File: src/rtl/rca_result_writeback_if.sv
// Grid-side and register-file-side signals of the RCA result writeback block.
// master: the writeback collector. slave: the grid IO units plus the register file.
interface rca_result_writeback_if #(
    parameter int unsigned XLEN         = 32,
    parameter int unsigned NUM_IO_UNITS = 4
);
    // Grid output IO unit FIFOs
    logic [NUM_IO_UNITS-1:0][XLEN-1:0] io_unit_data_out;
    logic [NUM_IO_UNITS-1:0]           io_unit_data_valid_out;
    logic [NUM_IO_UNITS-1:0]           io_fifo_pop;
    logic                              io_units_rst;

    // Register file writeback port
    logic                              wb_valid;
    logic [4:0]                        wb_rd;
    logic [XLEN-1:0]                   wb_data;
    logic                              wb_ack;

    modport master (
        input  io_unit_data_out,
        input  io_unit_data_valid_out,
        output io_fifo_pop,
        output io_units_rst,
        output wb_valid,
        output wb_rd,
        output wb_data,
        input  wb_ack
    );

    modport slave (
        output io_unit_data_out,
        output io_unit_data_valid_out,
        input  io_fifo_pop,
        input  io_units_rst,
        input  wb_valid,
        input  wb_rd,
        input  wb_data,
        output wb_ack
    );
endinterface

File: src/rtl/rca_result_writeback.sv
// RCA result collector: after an accelerated instruction issues, drains one
// result from each enabled output IO unit FIFO (lowest ready index first),
// writes it to the register file over a valid/ack port, then flushes the
// IO unit FIFOs and pulses done. Writes to x0 are popped but not written.
module rca_result_writeback #(
    parameter int unsigned XLEN           = 32,
    parameter int unsigned NUM_IO_UNITS   = 4,
    parameter int unsigned TIMEOUT_CYCLES = 1024
) (
    input  logic                         clk,
    input  logic                         rst,
    input  logic                         start,
    input  logic [NUM_IO_UNITS-1:0]      wb_unit_mask,
    input  logic [NUM_IO_UNITS-1:0][4:0] rd_addrs,
    input  logic                         abort,
    rca_result_writeback_if.master       bus,
    output logic                         busy,
    output logic                         done,
    output logic                         timeout_err
);

    localparam int unsigned IDX_W = (NUM_IO_UNITS > 1) ? $clog2(NUM_IO_UNITS) : 1;
    localparam int unsigned CNT_W = $clog2(TIMEOUT_CYCLES) + 1;
    localparam logic [CNT_W-1:0] CNT_LIMIT = CNT_W'(TIMEOUT_CYCLES - 1);

    typedef enum logic [1:0] {
        IDLE,
        SCAN,
        WB,
        FLUSH
    } state_t;

    state_t                         state, state_nx;
    logic [NUM_IO_UNITS-1:0]        pending, pending_nx;
    logic [NUM_IO_UNITS-1:0][4:0]   rd_q, rd_nx;
    logic [CNT_W-1:0]               cnt, cnt_nx;

    logic                           wb_valid_q, wb_valid_nx;
    logic [4:0]                     wb_rd_q, wb_rd_nx;
    logic [XLEN-1:0]                wb_data_q, wb_data_nx;
    logic                           io_units_rst_q;
    logic                           timeout_hit;

    logic [NUM_IO_UNITS-1:0]        cand;
    logic                           sel_any;
    logic [IDX_W-1:0]               sel_idx;
    logic                           take;
    logic [NUM_IO_UNITS-1:0]        pop;

    assign bus.wb_valid     = wb_valid_q;
    assign bus.wb_rd        = wb_rd_q;
    assign bus.wb_data      = wb_data_q;
    assign bus.io_units_rst = io_units_rst_q;
    assign bus.io_fifo_pop  = pop;

    // Lowest-index pending unit whose FIFO currently holds data
    always_comb begin
        cand    = pending & bus.io_unit_data_valid_out;
        sel_any = 1'b0;
        sel_idx = '0;
        for (int unsigned i = 0; i < NUM_IO_UNITS; i++) begin
            if (cand[i] && !sel_any) begin
                sel_any = 1'b1;
                sel_idx = IDX_W'(i);
            end
        end
    end

    // Pop is the only combinational output; abort and reset suppress it
    always_comb begin
        take = (state == SCAN) && !abort && !rst && sel_any;
        pop  = '0;
        if (take) begin
            pop[sel_idx] = 1'b1;
        end
    end

    // Next-state and next-output logic
    always_comb begin
        state_nx    = state;
        pending_nx  = pending;
        rd_nx       = rd_q;
        cnt_nx      = cnt;
        wb_valid_nx = wb_valid_q;
        wb_rd_nx    = wb_rd_q;
        wb_data_nx  = wb_data_q;
        timeout_hit = 1'b0;

        unique case (state)
            IDLE: begin
                if (start) begin
                    pending_nx = wb_unit_mask;
                    rd_nx      = rd_addrs;
                    cnt_nx     = '0;
                    state_nx   = (|wb_unit_mask) ? SCAN : FLUSH;
                end
            end

            SCAN: begin
                if (abort) begin
                    state_nx = FLUSH;
                end else if (sel_any) begin
                    pending_nx[sel_idx] = 1'b0;
                    wb_data_nx          = bus.io_unit_data_out[sel_idx];
                    wb_rd_nx            = rd_q[sel_idx];
                    cnt_nx              = '0;
                    if (rd_q[sel_idx] != 5'd0) begin
                        wb_valid_nx = 1'b1;
                        state_nx    = WB;
                    end else begin
                        state_nx = (|pending_nx) ? SCAN : FLUSH;
                    end
                end else if (cnt == CNT_LIMIT) begin
                    timeout_hit = 1'b1;
                    state_nx    = FLUSH;
                end else begin
                    cnt_nx = cnt + 1'b1;
                end
            end

            WB: begin
                if (abort) begin
                    wb_valid_nx = 1'b0;
                    state_nx    = FLUSH;
                end else if (bus.wb_ack) begin
                    wb_valid_nx = 1'b0;
                    state_nx    = (|pending) ? SCAN : FLUSH;
                end
            end

            FLUSH: begin
                pending_nx = '0;
                state_nx   = IDLE;
            end

            default: begin
                state_nx = IDLE;
            end
        endcase
    end

    // State and registered outputs; done/flush/timeout pulse during FLUSH
    always_ff @(posedge clk) begin
        if (rst) begin
            state          <= IDLE;
            pending        <= '0;
            rd_q           <= '0;
            cnt            <= '0;
            wb_valid_q     <= 1'b0;
            wb_rd_q        <= '0;
            wb_data_q      <= '0;
            io_units_rst_q <= 1'b0;
            busy           <= 1'b0;
            done           <= 1'b0;
            timeout_err    <= 1'b0;
        end else begin
            state          <= state_nx;
            pending        <= pending_nx;
            rd_q           <= rd_nx;
            cnt            <= cnt_nx;
            wb_valid_q     <= wb_valid_nx;
            wb_rd_q        <= wb_rd_nx;
            wb_data_q      <= wb_data_nx;
            io_units_rst_q <= (state_nx == FLUSH);
            busy           <= (state_nx != IDLE);
            done           <= (state_nx == FLUSH);
            timeout_err    <= timeout_hit;
        end
    end

endmodule
File: src/flat_wrapper.sv
// flat-port wrapper written by rule: the top's interface ports become plain ports
module rca_result_writeback_flat 
#(
    parameter int unsigned XLEN           = 32,
    parameter int unsigned NUM_IO_UNITS   = 4,
    parameter int unsigned TIMEOUT_CYCLES = 1024
)
  (clk, rst, start, wb_unit_mask, rd_addrs, abort, busy, done, timeout_err, bus_io_unit_data_out, bus_io_unit_data_valid_out, bus_io_fifo_pop, bus_io_units_rst, bus_wb_valid, bus_wb_rd, bus_wb_data, bus_wb_ack);
  rca_result_writeback_if #(.XLEN(XLEN), .NUM_IO_UNITS(NUM_IO_UNITS)) bus_i ();
  input  logic clk;
  input  logic rst;
  input  logic start;
  input  logic [NUM_IO_UNITS-1:0] wb_unit_mask;
  input  logic [NUM_IO_UNITS-1:0][4:0] rd_addrs;
  input  logic abort;
  output logic busy;
  output logic done;
  output logic timeout_err;
  input wire logic [$bits(bus_i.io_unit_data_out)-1:0] bus_io_unit_data_out;
  input wire logic [$bits(bus_i.io_unit_data_valid_out)-1:0] bus_io_unit_data_valid_out;
  output wire logic [$bits(bus_i.io_fifo_pop)-1:0] bus_io_fifo_pop;
  output wire logic [$bits(bus_i.io_units_rst)-1:0] bus_io_units_rst;
  output wire logic [$bits(bus_i.wb_valid)-1:0] bus_wb_valid;
  output wire logic [$bits(bus_i.wb_rd)-1:0] bus_wb_rd;
  output wire logic [$bits(bus_i.wb_data)-1:0] bus_wb_data;
  input wire logic [$bits(bus_i.wb_ack)-1:0] bus_wb_ack;
  assign bus_i.io_unit_data_out = bus_io_unit_data_out;
  assign bus_i.io_unit_data_valid_out = bus_io_unit_data_valid_out;
  assign bus_io_fifo_pop = bus_i.io_fifo_pop;
  assign bus_io_units_rst = bus_i.io_units_rst;
  assign bus_wb_valid = bus_i.wb_valid;
  assign bus_wb_rd = bus_i.wb_rd;
  assign bus_wb_data = bus_i.wb_data;
  assign bus_i.wb_ack = bus_wb_ack;
  rca_result_writeback #(.XLEN(XLEN), .NUM_IO_UNITS(NUM_IO_UNITS), .TIMEOUT_CYCLES(TIMEOUT_CYCLES)) u_core (.clk(clk), .rst(rst), .start(start), .wb_unit_mask(wb_unit_mask), .rd_addrs(rd_addrs), .abort(abort), .bus(bus_i), .busy(busy), .done(done), .timeout_err(timeout_err));
endmodule
File: config.mk
export PLATFORM = sky130hd
export DESIGN_NAME = rca_result_writeback_flat
export DESIGN_NICKNAME = d
export VERILOG_FILES = /design/src/rtl/rca_result_writeback_if.sv /design/src/rtl/rca_result_writeback.sv /design/src/flat_wrapper.sv
export SDC_FILE = /design/constraint.sdc
export NUM_CORES = 1
export LEC_CHECK = 0
export ABC_CLOCK_PERIOD_IN_PS = 2800
export BUFFER_PORTS_ARGS = -buffer_cell sky130_fd_sc_hd__buf_2
export CORE_ASPECT_RATIO = 1.5
export CORE_MARGIN = 2
export CORE_UTILIZATION = 46
export CTS_CLUSTER_SIZE = 8
export DETAILED_ROUTE_END_ITERATION = 8
export GPL_TIMING_DRIVEN = 0
export HOLD_SLACK_MARGIN = 0.06
export PLACE_DENSITY_LB_ADDON = 0.2
export SYNTH_ARGS = -nofsm -noshare
export SYNTH_HDL_FRONTEND = slang
export SYNTH_SLANG_ARGS = --single-unit
File: constraint.sdc
create_clock -name clk -period 2.8 [get_ports clk]
set_input_delay 0.56 -clock clk [delete_from_list [all_inputs] [get_ports clk]]
set_output_delay 0.56 -clock clk [all_outputs]
set_load 0.05 [all_outputs]
# Word-level counts from Yosys, hierarchy flattened
# Cells that the tools add are included.
# word_totals
regBits,78
latch_bits,0
ram_bits,0
rom_bits,0
input_bits,161
n_memories,0
# op_classes
addsub,1
n_mul,0
n_div,0
n_lt_le_gt_ge,2
n_eq_ne,11
n_shift,0
n_mux,41
bitwise,5
n_reduce_logical,27
# ops
operator,count
32-bit binary-select mux with 2-bit select,1
11-bit two-way mux,4
32-bit two-way mux,1
2-bit two-way mux,12
11-bit case mux with 2 select lines,1
4-bit two-way mux,4
4-bit OR reduction,4
1-bit two-way mux,12
4-bit case mux with 3 select lines,1
11-bit by 1-bit adder with 11-bit output (second input constant),1
11-bit by 10-bit == test with 1-bit output (second input constant),1
5-bit binary-select mux with 2-bit select,1
4-bit AND,2
2-bit case mux with 4 select lines,1
4-bit AND reduction,2
1-bit logical AND,7
2-bit == test (second input constant),3
2-bit != test (second input constant),3
2-bit nonzero test,3
1-bit logical NOT,5
5-bit two-way mux,1
5-bit AND reduction,1
5-bit nonzero test,1
4-bit NOT,1
other kinds (13),14

# Longest topological paths before layout
# depth
word_depth,24
ltp_mapped,10
depth_no_buf,8

# Least setup slack after synthesis
# No wires, ideal clock.
# synth_path
kind,flip-flop to output port
start,register u_core.state[1]
end,output bus_io_fifo_pop[2]
t_arrival_ns,2.566
path_slack_ns,-0.326
stages_incl_launch_ff,7
path_cell_list,dfxtp_1 inv_1 ha_1 clkbuf_1 clkinv_1 or3_1 nor3b_1
# synth_between
elab_chain_len,5
# synth_rtl
item,line_no,text
start: declaration,rca_result_writeback.sv:33,"state_t state, state_nx;"
start signal: assignment,rca_result_writeback.sv:157,state <= state_nx;
2-bit by 1-bit == test with 1-bit output,rca_result_writeback.sv:71,take = (state == SCAN) && !abort && !rst && sel_any;
1-bit logical AND (3 in a row),rca_result_writeback.sv:71,
4-bit two-way mux,rca_result_writeback.sv:73,if (take) begin
end: declaration,flat_wrapper.sv:21,output wire logic [$bits(bus_i.io_fifo_pop)-1:0] bus_io_fifo_pop;
# Every way passes these cells.

# Final worst setup path
# layout_path
start,register u_core.state[0]
end,output bus_io_fifo_pop[1]
# Same word-level chain as after synthesis.

==> results_dict.tcl <==
set metrics [dict create \
    power.switching_fraction_pct 43.7 \
    die_y_um 121 \
    final_min_period_over_clock_period_pct 97.8 \
    detail_route.first_pass.iterations 5 \
    hpwl_mm 11.0 \
    timing_hold_violations_final 0 \
    cts_tree "built" \
    clkLatencyLatePin_ns 0.34 \
    drt-total-wl_mm 14.0 \
    cts_hold_buffers 0 \
    globalRouteOverflowTotal 0 \
    timing_worst_setup_path_type "flip-flop to output port" \
    synth_common_cells "sky130_fd_sc_hd__dfxtp_1, sky130_fd_sc_hd__nand2_1, sky130_fd_sc_hd__nor2_1" \
    floorplan.rows 42 \
    critical_path.startpoint_type "flip-flop" \
    cts_sinks 78 \
    measured_slew_at_the_worst_slew_check_pin_ns 0.873 \
    total_area_of_multi_input_combinational_cells_mm2 0.00243 \
    path_clk_slew_ns 0.05 \
    placer_congestion 0.853 \
    antenna_found_initial 1 \
    share_comb_of_total_power_pct 48.0 \
    synth_flop_cell "sky130_fd_sc_hd__dfxtp_1" \
    count_of_mapped_cells_out_of_synthesis 514 \
    post_synth_num_cell_types 53 \
    synth.top_cells.by_area "sky130_fd_sc_hd__dfxtp_1, sky130_fd_sc_hd__mux2i_1, sky130_fd_sc_hd__a22oi_1" \
    port_buffer_cells 205 \
    via_count 4723 \
    syn_area_mm2 0.00417 \
    fin_skew_ns 0.00282 \
    holdWs_ns 0.444 \
    finalNetCount 896 \
    worst_hold_path_type "flip-flop to flip-flop" \
    design_power_total_uw 4670 \
    max_freq_ghz 0.365 \
    route.detailed.wl_per_inst_um 16.5 \
    result_of_the_run "finished clean" \
    p_per_area_mw_per_mm2 830 \
    rsz_0062_raised_after_global_routing "false" \
    flow.area_growth_from_synthesis_pct 34.9 \
    seq_cell_area_mm2 0.00156 \
    first_pass_grt_wire_length_mm 21.2 \
    start_util_pct 47.3 \
    grt_start_max_net_pins 12 \
    max-slew-margin-rel_pct 41.4 \
    first_global_vias 4577 \
    yosys_register_bits 78 \
    stdcell_area_mm2 0.00563 \
    synth.yosys.seq_area_share_pct 37.4 \
    drt_iter0_drc 268 \
    grt_util_all_layers_pct 27.8 \
    synth_enable_flop_cells 0 \
    htree_num_levels 3 \
    layout_min_cycle_time_ns 2.74 \
    postSynthNetCount 680 \
    seq_power_share_pct 30.3 \
    crit_required_ns 2.24 \
    timing.max_cap.violations 0 \
    die_w_um 81.8 \
    detail-route-antenna-nets 0 \
    cell_type_with_the_highest_aggregate_area_in_the_netlist "sky130_fd_sc_hd__dfxtp_1" \
    slew_viol_final 0 \
    clock-root-buffer "sky130_fd_sc_hd__clkbuf_16" \
    fillers 832 \
    synth-async-reset-ratio_pct 0 \
    ioPinCount 207 \
    routed_via_density 5.59 \
    cts-buffers-inserted 9 \
    peakVddDrop_uv 571 \
    die_area_mm2 0.00986 \
    p_sw_uw 2040 \
    yosysWarningCount 0 \
    cts_buffer_depth 2 \
    synth_top_area_share_pct 37.4 \
    worstSetupEndpointType "output port" \
    post-synth-top-count-cell "sky130_fd_sc_hd__dfxtp_1" \
    data_arrival_time_of_the_worst_path_ns 2.18 \
    clkPwrFrac_pct 21.7 \
    coreArea_mm2 0.00883 \
    timing.final.setup_violations 0 \
    internal_power_uw 2630 \
    drive_above_1_share_pct 33.8 \
    power.static_leakage_uw 0.00264 \
    syn_area_per_cell_um2 8.12 \
    postPlaceCellArea_mm2 0.00534 \
    crit_path_max_fanout 10 \
    drc 0 \
]
[cell families (layout without fill, tap and decap cells)]
group	count (synthesis)	in the layout	share of synthesized area (%)
AOI/OAI and AO/OA	172	172	28.6
xor gates and xnor gates	9	9	1.89
adders and majority gates	5	5	1.50
buffers and inverters	50	270	4.95
DFF	78	78	37.4
muxes	33	33	7.92
other	0	1	0
and+or+nand+nor	167	167	17.7
[final timing paths]
kind | depth (start not counted) | slack [ns] | from | to
worst max-delay path | 5 | 0.06 | u_core.state[0] | bus_io_fifo_pop[1]
worst min-delay path | 2 | 0.44 | u_core.cnt[10] | u_core.cnt[10]
worst min register to register | 2 | 0.44 | u_core.cnt[10] | u_core.cnt[10]
worst max register to register | 7 | 0.23 | u_core.pending[2] | u_core.busy
[critical path: stages, from the launching register on]
cell and delay [ns]:
sky130_fd_sc_hd__dfxtp_1 0.45, sky130_fd_sc_hd__ha_2 0.30, sky130_fd_sc_hd__clkinv_2 0.17, sky130_fd_sc_hd__or3_4 0.44, sky130_fd_sc_hd__nor3b_2 0.24, sky130_fd_sc_hd__buf_4 0.24
[placed cells by master (no fill, tap or decap), types with 28 or more instances in the layout]
| cell | netlist | layout |
|---|---|---|
| sky130_fd_sc_hd__a22oi_1 | 35 | 35 |
| sky130_fd_sc_hd__mux2i_1 | 33 | 33 |
| sky130_fd_sc_hd__a21oi_1 | 28 | 28 |
| sky130_fd_sc_hd__o211ai_1 | 32 | 32 |
| sky130_fd_sc_hd__buf_2 | 6 | 210 |
| sky130_fd_sc_hd__dfxtp_1 | 78 | 76 |
| sky130_fd_sc_hd__nand2_1 | 63 | 63 |
| sky130_fd_sc_hd__clkbuf_1 | 31 | 32 |
| sky130_fd_sc_hd__nor2_1 | 59 | 59 |
| sky130_fd_sc_hd__o21ai_0 | 41 | 41 |
[state kept, by name, summed over array words and instances, names as in the netlist, 2 cells and up]
signal	count
u_core.cnt	11
u_core.pending	4
u_core.bus.wb_data	32
u_core.state	2
u_core.bus.wb_rd	5
u_core.rd_q	20
[per-stage QoR]
stage | setup WS (ns) | std cells | setup TNS (ns) | utilization, %
final | 0.0609 | 845 | 0 | 63.8
after CTS | 0.0350 | 843 | 0 | 63.6
after floorplan | -0.324 | 514 | -0.932 | -
after global routing | 0.0160 | 845 | 0 | 63.8
after global placement | -0.345 | 829 | -0.370 | 60.5
after detailed placement | -0.311 | 829 | -0.311 | 60.5
[final cells by class]
class                   count  area share, %
plain buffers              40           3.05
inverters                   9          0.622
clock inverters             2          0.178
multi-input cells         386           43.1
well taps                 110           2.44
diodes                      1         0.0445
repair buffers            206           18.5
clock buffers              13           4.27
flip-flops and latches     78           27.8
[repair_timing]
| item | in CTS | in global routing |
|---|---|---|
| buffers inserted | 0 | 1 |
| pin swaps | 0 | 1 |
| gates resized for setup | 10 | 4 |
| endpoints found under the setup margin | 4 | 3 |
[power by group through the flow]
| stage | Combinational [uW] | Sequential [uW] | Clock (uW) |
|---|---|---|---|
| after floorplan | 1340 | 1680 | 0 |
| after global placement | 2170 | 1420 | 0 |
| after detailed placement | 2200 | 1430 | 0 |
| after CTS | 2210 | 1410 | 1030 |
| after global routing | 2450 | 1440 | 1070 |
| final | 2240 | 1420 | 1010 |
[routing by layer]
metal	GRT usage (%)	share of wire (%)	up-vias
met1	30.1	38	2182
met2	50.3	52	189
met3	4.25	7.0	32
met4	14.4	3.1	0
met5	0	0	-
li1	-	-	2320
Power figures use the tool's default switching activity.
